==> config.mk <==
export PLATFORM = sky130hd
export DESIGN_NAME = uart_rx_frontend
export DESIGN_NICKNAME = d
export VERILOG_FILES = /design/src/rtl/definitions_pkg.sv /design/src/rtl/uart_rx_channel.sv /design/src/rtl/uart_rx_frontend.sv
export SDC_FILE = /design/constraint.sdc
export NUM_CORES = 1
export LEC_CHECK = 0
export ABC_AREA = 1
export CORE_MARGIN = 2
export CORE_UTILIZATION = 48
export DETAILED_ROUTE_END_ITERATION = 12
export PLACE_DENSITY = 0.67
export SYNTH_ARGS = -nofsm -noshare
export SYNTH_HDL_FRONTEND = slang
export SYNTH_SLANG_ARGS = --single-unit
==> constraint.sdc <==
create_clock -name clk -period 3 [get_ports clk]
set_input_delay 0.6 -clock clk [delete_from_list [all_inputs] [get_ports clk]]
set_output_delay 0.6 -clock clk [all_outputs]
set_load 0.03 [all_outputs]
==> src/rtl/definitions_pkg.sv <==
// Shared definitions for the UART receive path: default clock/line rates, channel FSM
// states and bit-timing helpers.
package definitions_pkg;

   localparam int unsigned CLOCK_RATE         = 50_000_000;
   localparam int unsigned BAUD_RATE          = 1_000_000;
   localparam int unsigned BREAK_BITS_DEFAULT = 12;

   typedef enum logic [0:0] {
      RX_IDLE,
      RX_ACTIVE
   } rx_state_e;

   function automatic int unsigned bit_period(input int unsigned clock,
                                              input int unsigned baud);
      return clock / baud;
   endfunction

endpackage

==> src/rtl/uart_rx_channel.sv <==
// One UART RX line: synchroniser, majority filter, edge detect and bit-timing recovery.
// UART_BREAK_DETECT_EN adds a break detector (rx_break) on top of the sampled bits.
module uart_rx_channel
   import definitions_pkg::*;
#(
   parameter int unsigned BIT_PERIOD  = 16,
   parameter int unsigned SYNC_STAGES = 2,
   parameter int unsigned FILTER_LEN  = 3,
   parameter int unsigned IDLE_BITS   = 10
`ifdef UART_BREAK_DETECT_EN
   ,
   parameter int unsigned BREAK_BITS  = BREAK_BITS_DEFAULT
`endif
) (
   input  logic clk,
   input  logic rst_n,
   input  logic rx_in,
   output logic rx_filt,
   output logic rx_edge,
   output logic rx_strobe,
   output logic rx_bit,
   output logic rx_active
`ifdef UART_BREAK_DETECT_EN
   ,
   output logic rx_break
`endif
);

   localparam int unsigned HalfPeriod = BIT_PERIOD / 2;
   localparam int unsigned PhaseW     = $clog2(BIT_PERIOD);
   localparam int unsigned IdleW      = $clog2(IDLE_BITS + 1);
   localparam int unsigned CntW       = $clog2(FILTER_LEN + 1);

   localparam logic [PhaseW-1:0] PhaseHalf = PhaseW'(HalfPeriod);
   localparam logic [PhaseW-1:0] PhaseLast = PhaseW'(BIT_PERIOD - 1);
   localparam logic [IdleW-1:0]  IdleLast  = IdleW'(IDLE_BITS - 1);
   localparam logic [CntW-1:0]   MajThresh = CntW'(FILTER_LEN / 2);

   logic [SYNC_STAGES-1:0] sync_q, sync_d;
   logic [FILTER_LEN-1:0]  filt_sr_q, filt_sr_d;
   logic                   rx_filt_q, rx_filt_d;
   logic                   rx_edge_q, rx_edge_d;
   logic                   rx_bit_q, rx_bit_d;
   rx_state_e              state_q, state_d;
   logic [PhaseW-1:0]      phase_q, phase_d;
   logic [IdleW-1:0]       idle_q, idle_d;
   logic [CntW-1:0]        ones;
   logic                   majority;
   logic                   strobe;

   always_comb begin
      sync_d[0] = rx_in;
      for (int i = 1; i < SYNC_STAGES; i++) sync_d[i] = sync_q[i-1];
      filt_sr_d[0] = sync_q[SYNC_STAGES-1];
      for (int i = 1; i < FILTER_LEN; i++) filt_sr_d[i] = filt_sr_q[i-1];
      ones = '0;
      for (int i = 0; i < FILTER_LEN; i++) ones = ones + CntW'(filt_sr_q[i]);
      majority  = (ones > MajThresh);
      rx_filt_d = majority;
      rx_edge_d = (majority != rx_filt_q);
   end

   // An edge re-centres the bit clock, so it always takes precedence over a strobe.
   assign strobe = (state_q == RX_ACTIVE) && (phase_q == PhaseHalf) && !rx_edge_q;

   always_comb begin
      state_d  = state_q;
      phase_d  = phase_q;
      idle_d   = idle_q;
      rx_bit_d = rx_bit_q;
      if (strobe) rx_bit_d = rx_filt_q;
      unique case (state_q)
         RX_IDLE: begin
            phase_d = '0;
            if (rx_edge_q && !rx_filt_q) begin
               state_d = RX_ACTIVE;
               phase_d = PhaseW'(1);
               idle_d  = '0;
            end
         end
         RX_ACTIVE: begin
            phase_d = (phase_q == PhaseLast) ? '0 : phase_q + PhaseW'(1);
            if (rx_edge_q) begin
               phase_d = PhaseW'(1);
               idle_d  = '0;
            end else if (strobe) begin
               if (!rx_filt_q) begin
                  idle_d = '0;
               end else if (idle_q == IdleLast) begin
                  state_d = RX_IDLE;
                  phase_d = '0;
                  idle_d  = '0;
               end else begin
                  idle_d = idle_q + IdleW'(1);
               end
            end
         end
         default: state_d = RX_IDLE;
      endcase
   end

   always_ff @(posedge clk or negedge rst_n) begin
      if (!rst_n) begin
         sync_q    <= '1;
         filt_sr_q <= '1;
         rx_filt_q <= 1'b1;
         rx_edge_q <= 1'b0;
         rx_bit_q  <= 1'b1;
         state_q   <= RX_IDLE;
         phase_q   <= '0;
         idle_q    <= '0;
      end else begin
         sync_q    <= sync_d;
         filt_sr_q <= filt_sr_d;
         rx_filt_q <= rx_filt_d;
         rx_edge_q <= rx_edge_d;
         rx_bit_q  <= rx_bit_d;
         state_q   <= state_d;
         phase_q   <= phase_d;
         idle_q    <= idle_d;
      end
   end

   assign rx_filt   = rx_filt_q;
   assign rx_edge   = rx_edge_q;
   assign rx_strobe = strobe;
   // Present the freshly sampled bit alongside its strobe.
   assign rx_bit    = strobe ? rx_filt_q : rx_bit_q;
   assign rx_active = (state_q == RX_ACTIVE);

`ifdef UART_BREAK_DETECT_EN
   localparam int unsigned BrkW = $clog2(BREAK_BITS + 1);
   localparam logic [BrkW-1:0] BrkMax  = BrkW'(BREAK_BITS);
   localparam logic [BrkW-1:0] BrkLast = BrkW'(BREAK_BITS - 1);

   logic [BrkW-1:0] brk_cnt_q, brk_cnt_d;
   logic            break_q, break_d;

   always_comb begin
      brk_cnt_d = brk_cnt_q;
      break_d   = break_q;
      if (strobe) begin
         if (rx_filt_q) brk_cnt_d = '0;
         else if (brk_cnt_q != BrkMax) brk_cnt_d = brk_cnt_q + BrkW'(1);
      end
      if (strobe && !rx_filt_q && (brk_cnt_q == BrkLast)) break_d = 1'b1;
      else if (rx_edge_q && rx_filt_q) break_d = 1'b0;
   end

   always_ff @(posedge clk or negedge rst_n) begin
      if (!rst_n) begin
         brk_cnt_q <= '0;
         break_q   <= 1'b0;
      end else begin
         brk_cnt_q <= brk_cnt_d;
         break_q   <= break_d;
      end
   end

   assign rx_break = break_q;
`endif

endmodule

==> src/rtl/uart_rx_frontend.sv <==
// Multi-channel UART receive front-end: one independent uart_rx_channel per RX pin.
// Define UART_BREAK_DETECT_EN to add the rx_break outputs and BREAK_BITS parameter.
module uart_rx_frontend
   import definitions_pkg::*;
#(
   parameter int unsigned CHANNELS    = 2,
   parameter int unsigned CLOCK_RATE  = definitions_pkg::CLOCK_RATE,
   parameter int unsigned BAUD_RATE   = definitions_pkg::BAUD_RATE,
   parameter int unsigned SYNC_STAGES = 2,
   parameter int unsigned FILTER_LEN  = 3,
   parameter int unsigned IDLE_BITS   = 10
`ifdef UART_BREAK_DETECT_EN
   ,
   parameter int unsigned BREAK_BITS  = BREAK_BITS_DEFAULT
`endif
) (
   input  logic                clk,
   input  logic                rst_n,
   input  logic [CHANNELS-1:0] rx_in,
   output logic [CHANNELS-1:0] rx_filt,
   output logic [CHANNELS-1:0] rx_edge,
   output logic [CHANNELS-1:0] rx_strobe,
   output logic [CHANNELS-1:0] rx_bit,
   output logic [CHANNELS-1:0] rx_active
`ifdef UART_BREAK_DETECT_EN
   ,
   output logic [CHANNELS-1:0] rx_break
`endif
);

   localparam int unsigned BitPeriod = bit_period(CLOCK_RATE, BAUD_RATE);

   if (CLOCK_RATE % BAUD_RATE != 0) begin : g_chk_div
      $fatal(1, "CLOCK_RATE must be an integer multiple of BAUD_RATE");
   end
   if (BitPeriod < 8) begin : g_chk_period
      $fatal(1, "bit period must be at least 8 clock cycles");
   end
   if (FILTER_LEN % 2 == 0) begin : g_chk_filter
      $fatal(1, "FILTER_LEN must be odd");
   end
   if (SYNC_STAGES < 2) begin : g_chk_sync
      $fatal(1, "SYNC_STAGES must be at least 2");
   end

   for (genvar i = 0; i < CHANNELS; i++) begin : g_chan
      uart_rx_channel #(
         .BIT_PERIOD  (BitPeriod),
         .SYNC_STAGES (SYNC_STAGES),
         .FILTER_LEN  (FILTER_LEN),
         .IDLE_BITS   (IDLE_BITS)
`ifdef UART_BREAK_DETECT_EN
         ,
         .BREAK_BITS  (BREAK_BITS)
`endif
      ) u_chan (
         .clk       (clk),
         .rst_n     (rst_n),
         .rx_in     (rx_in[i]),
         .rx_filt   (rx_filt[i]),
         .rx_edge   (rx_edge[i]),
         .rx_strobe (rx_strobe[i]),
         .rx_bit    (rx_bit[i]),
         .rx_active (rx_active[i])
`ifdef UART_BREAK_DETECT_EN
         ,
         .rx_break  (rx_break[i])
`endif
      );
   end

endmodule
### Word-level counts from Yosys, hierarchy flattened

Cells that the tools add are included.
W data, S select, Z words.

* bits in registers: 38
* bits of input ports: 4

* $add $sub $neg: 8
* $lt $le $gt $ge: 2
* equality and inequality tests: 12
* muxes and demuxes: 40
* bitwise operators: 2
* reduce and logical (&&, ||, !) cells: 12

Operators with widths (count)
* $mux W6: 10
* $mux W4: 10
* $pmux W6 S2: 2
* $pmux W4 S2: 2
* $mux W1: 14
* $add A6 B1 Y6 const B: 2
* $eq A6 B5 Y1 const B: 2
* $eq A6 B6 Y1 const B: 2
* $add A4 B1 Y4 const B: 2
* $eq A4 B4 Y1 const B: 2
* $logic_and A1 B1 Y1: 6
* $ne A3 B1 Y1 const B: 2
* $add A1 B1 Y2: 2
* $add A2 B1 Y2: 2
* $gt A2 B1 Y1 const B: 2
* $logic_not A1 Y1: 4
* $ne A2 B1 Y1 const B: 2
* $pmux W1 S2: 2
* $reduce_and A2 Y1: 2
* $ne A1 B1 Y1: 2
* $not A1 Y1: 2

### Logic depth before layout (Yosys ltp)

* word-level depth: 7
* gate-level depth with buffers: 10
* gate-level depth less buffers: 10

### Cells and area by module

Synthesis repeated with hierarchy kept, for this count alone.

* cell total of the unflattened synthesis: 188
* area total of the unflattened synthesis: 1769.2 sq um

By module, submodules not included
* uart_rx_channel: instances 2, cells an instance 94, area each 884.6 sq um, seq. area each 484.2 sq um

### Worst setup path after synthesis

OpenSTA, ideal clock, no wires.

* path kind: reg2out
* from: register g_chan[0].u_chan.phase_q[1]
* to: output rx_bit[0]
* data arrival time: 1.210 ns
* required time: 2.400 ns
* slack: 1.190 ns
* stages on the path, launching flop included: 10
* path through: dfrtp_1 > inv_1 > ha_1 > nand2_1 > inv_2 > nand3_2 > nor2_1 > nand2_1 > nand2_1 > buf_4

* word-level cells in the longest chain between the ends: 4

Ends and longest elaborated chain
* start: declaration: RTL line uart_rx_channel.sv:45 `logic [PhaseW-1:0] phase_q, phase_d;`
* start signal: assignment: RTL line uart_rx_channel.sv:119 `phase_q <= phase_d;`
* $eq A6 B5 Y1: RTL line uart_rx_channel.sv:64 `assign strobe = (state_q == RX_ACTIVE) && (phase_q == PhaseHalf) && !rx_edge_q;`
* $logic_and A1 B1 Y1 (2 in series): RTL line uart_rx_channel.sv:64
* net g_chan[0].u_chan.rx_strobe: RTL line uart_rx_channel.sv:20 `output logic rx_strobe,`
* $mux W1
* end: declaration: RTL line uart_rx_frontend.sv:23 `output logic [CHANNELS-1:0] rx_bit,`

The timed path passes the listed nets, and every way through them passes these cells.

### Worst setup path in the final report

* from: register g_chan[0].u_chan.phase_q[1]
* to: output rx_bit[0]

* word-level cells in the longest chain between the ends: 4

Ends and longest elaborated chain (RTL line)
* $eq A6 B5 Y1: uart_rx_channel.sv:64
* $logic_and A1 B1 Y1 (2 in series): uart_rx_channel.sv:64
* $mux W1

Every way passes these cells.

==> metrics.yaml <==
insertion_delay_ns: 0.29
ys_seq_elements: 38
cts_buffers: 5
post_cts_buffers: 0
setup_tns_ns: 0
cellLeakagePower_nw: 1.04
drc: 0
die_h_um: 66.9
final.setup_skew_ns: 0.00405
numClockSinks: 38
p_clk_share_pct: 34.8
cts_tree: "built"
yosysTopAreaCellShare_pct: 31.7
start_util_pct: 50.7
ant_nets: 0
core_area_mm2: 0.00374
combPwrFrac_pct: 17.9
hold_path_class: "reg2reg"
detailed_place_hpwl_mm: 2.11
vias: 1247
path_clk_slew_ns: 0.07
ctsResizeCount: 0
ios: 14
synthArstFlopShare_pct: 100
areaGrowthSynthToFinish_pct: 12.8
grt_first_pass_wirelength_mm: 5.30
die_x_um: 66.9
swShare_pct: 28.7
finalMaxSlewViolations: 0
synth_fp_nets: 218
period_needed_ns: 2.73
power_frac_seq_pct: 47.2
hold_buffers: 0
p_per_area_mw_per_mm2: 643
crit_chain: "inv_1, ha_1, nand2_1, inv_2, nand3_2, nor2_1, nand2_1, nand2_1, clkdlybuf4s50_1"
ys_warn_count: 0
gp_congestion: 0.775
grt_pass1_vias: 1246
setup_violations: 0
finalHoldViolations: 0
rows: 22
critPathMostFrequentCell: "nand2_1"
ys.flop_type: "dfrtp_1"
drt_iter0_markers: 38
status: "finished, final reports clean"
antenna_found_initial: 0
overflow: 0
yosysSeqAreaShare_pct: 51.1
routed_wl_mm: 2.90
synth_area_leader_cell: "dfrtp_1"
rsz0062_at_grt: "no"
ys_top_cells_by_area: "dfrtp_1 (32%), dfstp_2 (19%), nand2_1 (6.3%)"
intPower_uw: 981
first_pass_iters: 4
synth_most_common_cell: "nand2_1"
netlist_instances: 206
diodes: 0
clock-root-buffer: "clkbuf_8"
post-route-period-util_pct: 90.9
worstSetupStartpointType: "flop"
clockBufferDepth: 2
dieArea_mm2: 0.00447
cp-end-kind: "output pin"
grt_max_degree: 39
hold_slack_ns: 0.357
timing.fmax_mhz: 367
worstMarginPinSlew_ns: 0.821
htree_num_levels: 2
netSwitchingPower_uw: 395
worstPathMaxFanout: 4
vdd_ir_drop_max_v: 0.000488
wl_per_cell_um: 10.9
avgSynthCellArea_um2: 9.21
crit_arrival_ns: 2.13
drive_above_1_share_pct: 19.4
synth_area_mm2: 0.00190
worst-setup-path-type: "reg2out"
synth_common_cells: "nand2_1 (32), inv_1 (30), dfrtp_1 (24), nor2_1 (24), nand3_1 (16)"
drv_cap: 0
synth_cell_type_count: 25
track_usage_pct: 15.9
max_stage_delay_ns: 0.66
crit_required_ns: 2.40
fin_nets: 228
vias_per_cell: 4.71
max_slew_margin_pct: 45.3
port_buffers: 13
synth_edf_count: 0
slowest_stage: "clkdlybuf4s50_1"
metrics by stage:
stage	instances	cell area (um^2)	utilization (%)	total power, mW	setup WS [ns]
2_1_floorplan	206	1900	-	0.847	1.19
3_3_place_gp	257	2010	53.6	0.906	0.638
3_5_place_dp	257	2010	53.6	0.909	0.563
4_1_cts	265	2140	57.2	1.40	0.240
5_1_grt	265	2140	57.2	1.47	0.112
6_report	265	2140	57.2	1.38	0.274
flip-flops by register name (all words and copies together) (netlist names):
| register | flops |
|---|---|
| g_chan.u_chan.rx_edge | 2 |
| g_chan.u_chan.rx_filt | 2 |
| g_chan.u_chan.idle_q | 8 |
| g_chan.u_chan.rx_bit_q | 2 |
| g_chan.u_chan.phase_q | 12 |
| g_chan.u_chan.rx_active | 2 |
| g_chan.u_chan.sync_q | 4 |
| g_chan.u_chan.filt_sr_q | 6 |
metal layers:
layer | global-route usage, % | vias to the layer above | part of all wire, %
li1 | - | 653 | -
met1 | 19.4 | 579 | 48
met2 | 27.1 | 13 | 48
met3 | 4.05 | 2 | 3.7
met4 | 5.87 | 0 | 0.62
met5 | 0 | - | 0
kinds of logic (layout without fill, tap and decap cells):
group / Yosys count / after routing / synth area share (%)
adders and majority gates: 8 / 8 / 5.28
buffers and inverters: 44 / 55 / 10.7
AOI/OAI and AO/OA: 15 / 15 / 5.47
xor gates and xnor gates: 11 / 11 / 5.08
and+or+nand+nor: 90 / 90 / 22.4
DFF: 38 / 38 / 51.1
final cells by class:
class / count / area, um^2
multi-input combinational: 124 / 726
clock buffer: 6 / 93.8
tap: 48 / 60.1
clock inverter: 2 / 38.8
timing repair buffer: 13 / 125
fill: 341 / 1600
inverter: 34 / 128
sequential: 38 / 968
worst paths after layout:
kind,start,to,slack (ns),cells after the start
max reg2reg,g_chan[0].u_chan.phase_q[1]$_DFF_PN0_,g_chan[0].u_chan.idle_q[3]$_DFFE_PN0P_,1.61,9
max,g_chan[0].u_chan.phase_q[1]$_DFF_PN0_,rx_bit[0],0.27,9
min in group asynchronous,rst_n,g_chan[1].u_chan.phase_q[4]$_DFF_PN0_,0.40,1
min reg2reg,g_chan[1].u_chan.sync_q[1]$_DFF_PN1_,g_chan[1].u_chan.filt_sr_q[0]$_DFF_PN1_,0.36,0
min,g_chan[1].u_chan.sync_q[1]$_DFF_PN1_,g_chan[1].u_chan.filt_sr_q[0]$_DFF_PN1_,0.36,0
max in group asynchronous,rst_n,g_chan[0].u_chan.phase_q[0]$_DFF_PN0_,2.08,1
cell usage in the layout (no fill, tap or decap), types with 5 or more instances in the layout:
cell / n
nor2_1: 24
nand3_1: 16
a21oi_1: 6
xor2_1: 8
ha_1: 8
dfrtp_1: 24
clkbuf_8: 5
clkdlybuf4s50_1: 12
inv_1: 30
nand2_1: 32
dfstp_2: 14
power groups by stage:
stage          Clock (mW)  Sequential, mW  Combinational (mW)
2_1_floorplan           0           0.643               0.204
3_3_place_gp            0           0.656               0.250
3_5_place_dp            0           0.658               0.251
4_1_cts             0.497           0.650               0.251
5_1_grt             0.521           0.660               0.289
6_report            0.480           0.650               0.246
worst max-delay path, delay by kind of cell, from the launching register on:
family                   cells  cell delay, ns
adder cells (fa/ha/maj)      1            0.13
buffers and inverters        3            0.80
AND/OR/NAND/NOR              5            0.49
flip-flops                   1            0.41
Note: power is estimated with default switching activity, not from simulation.
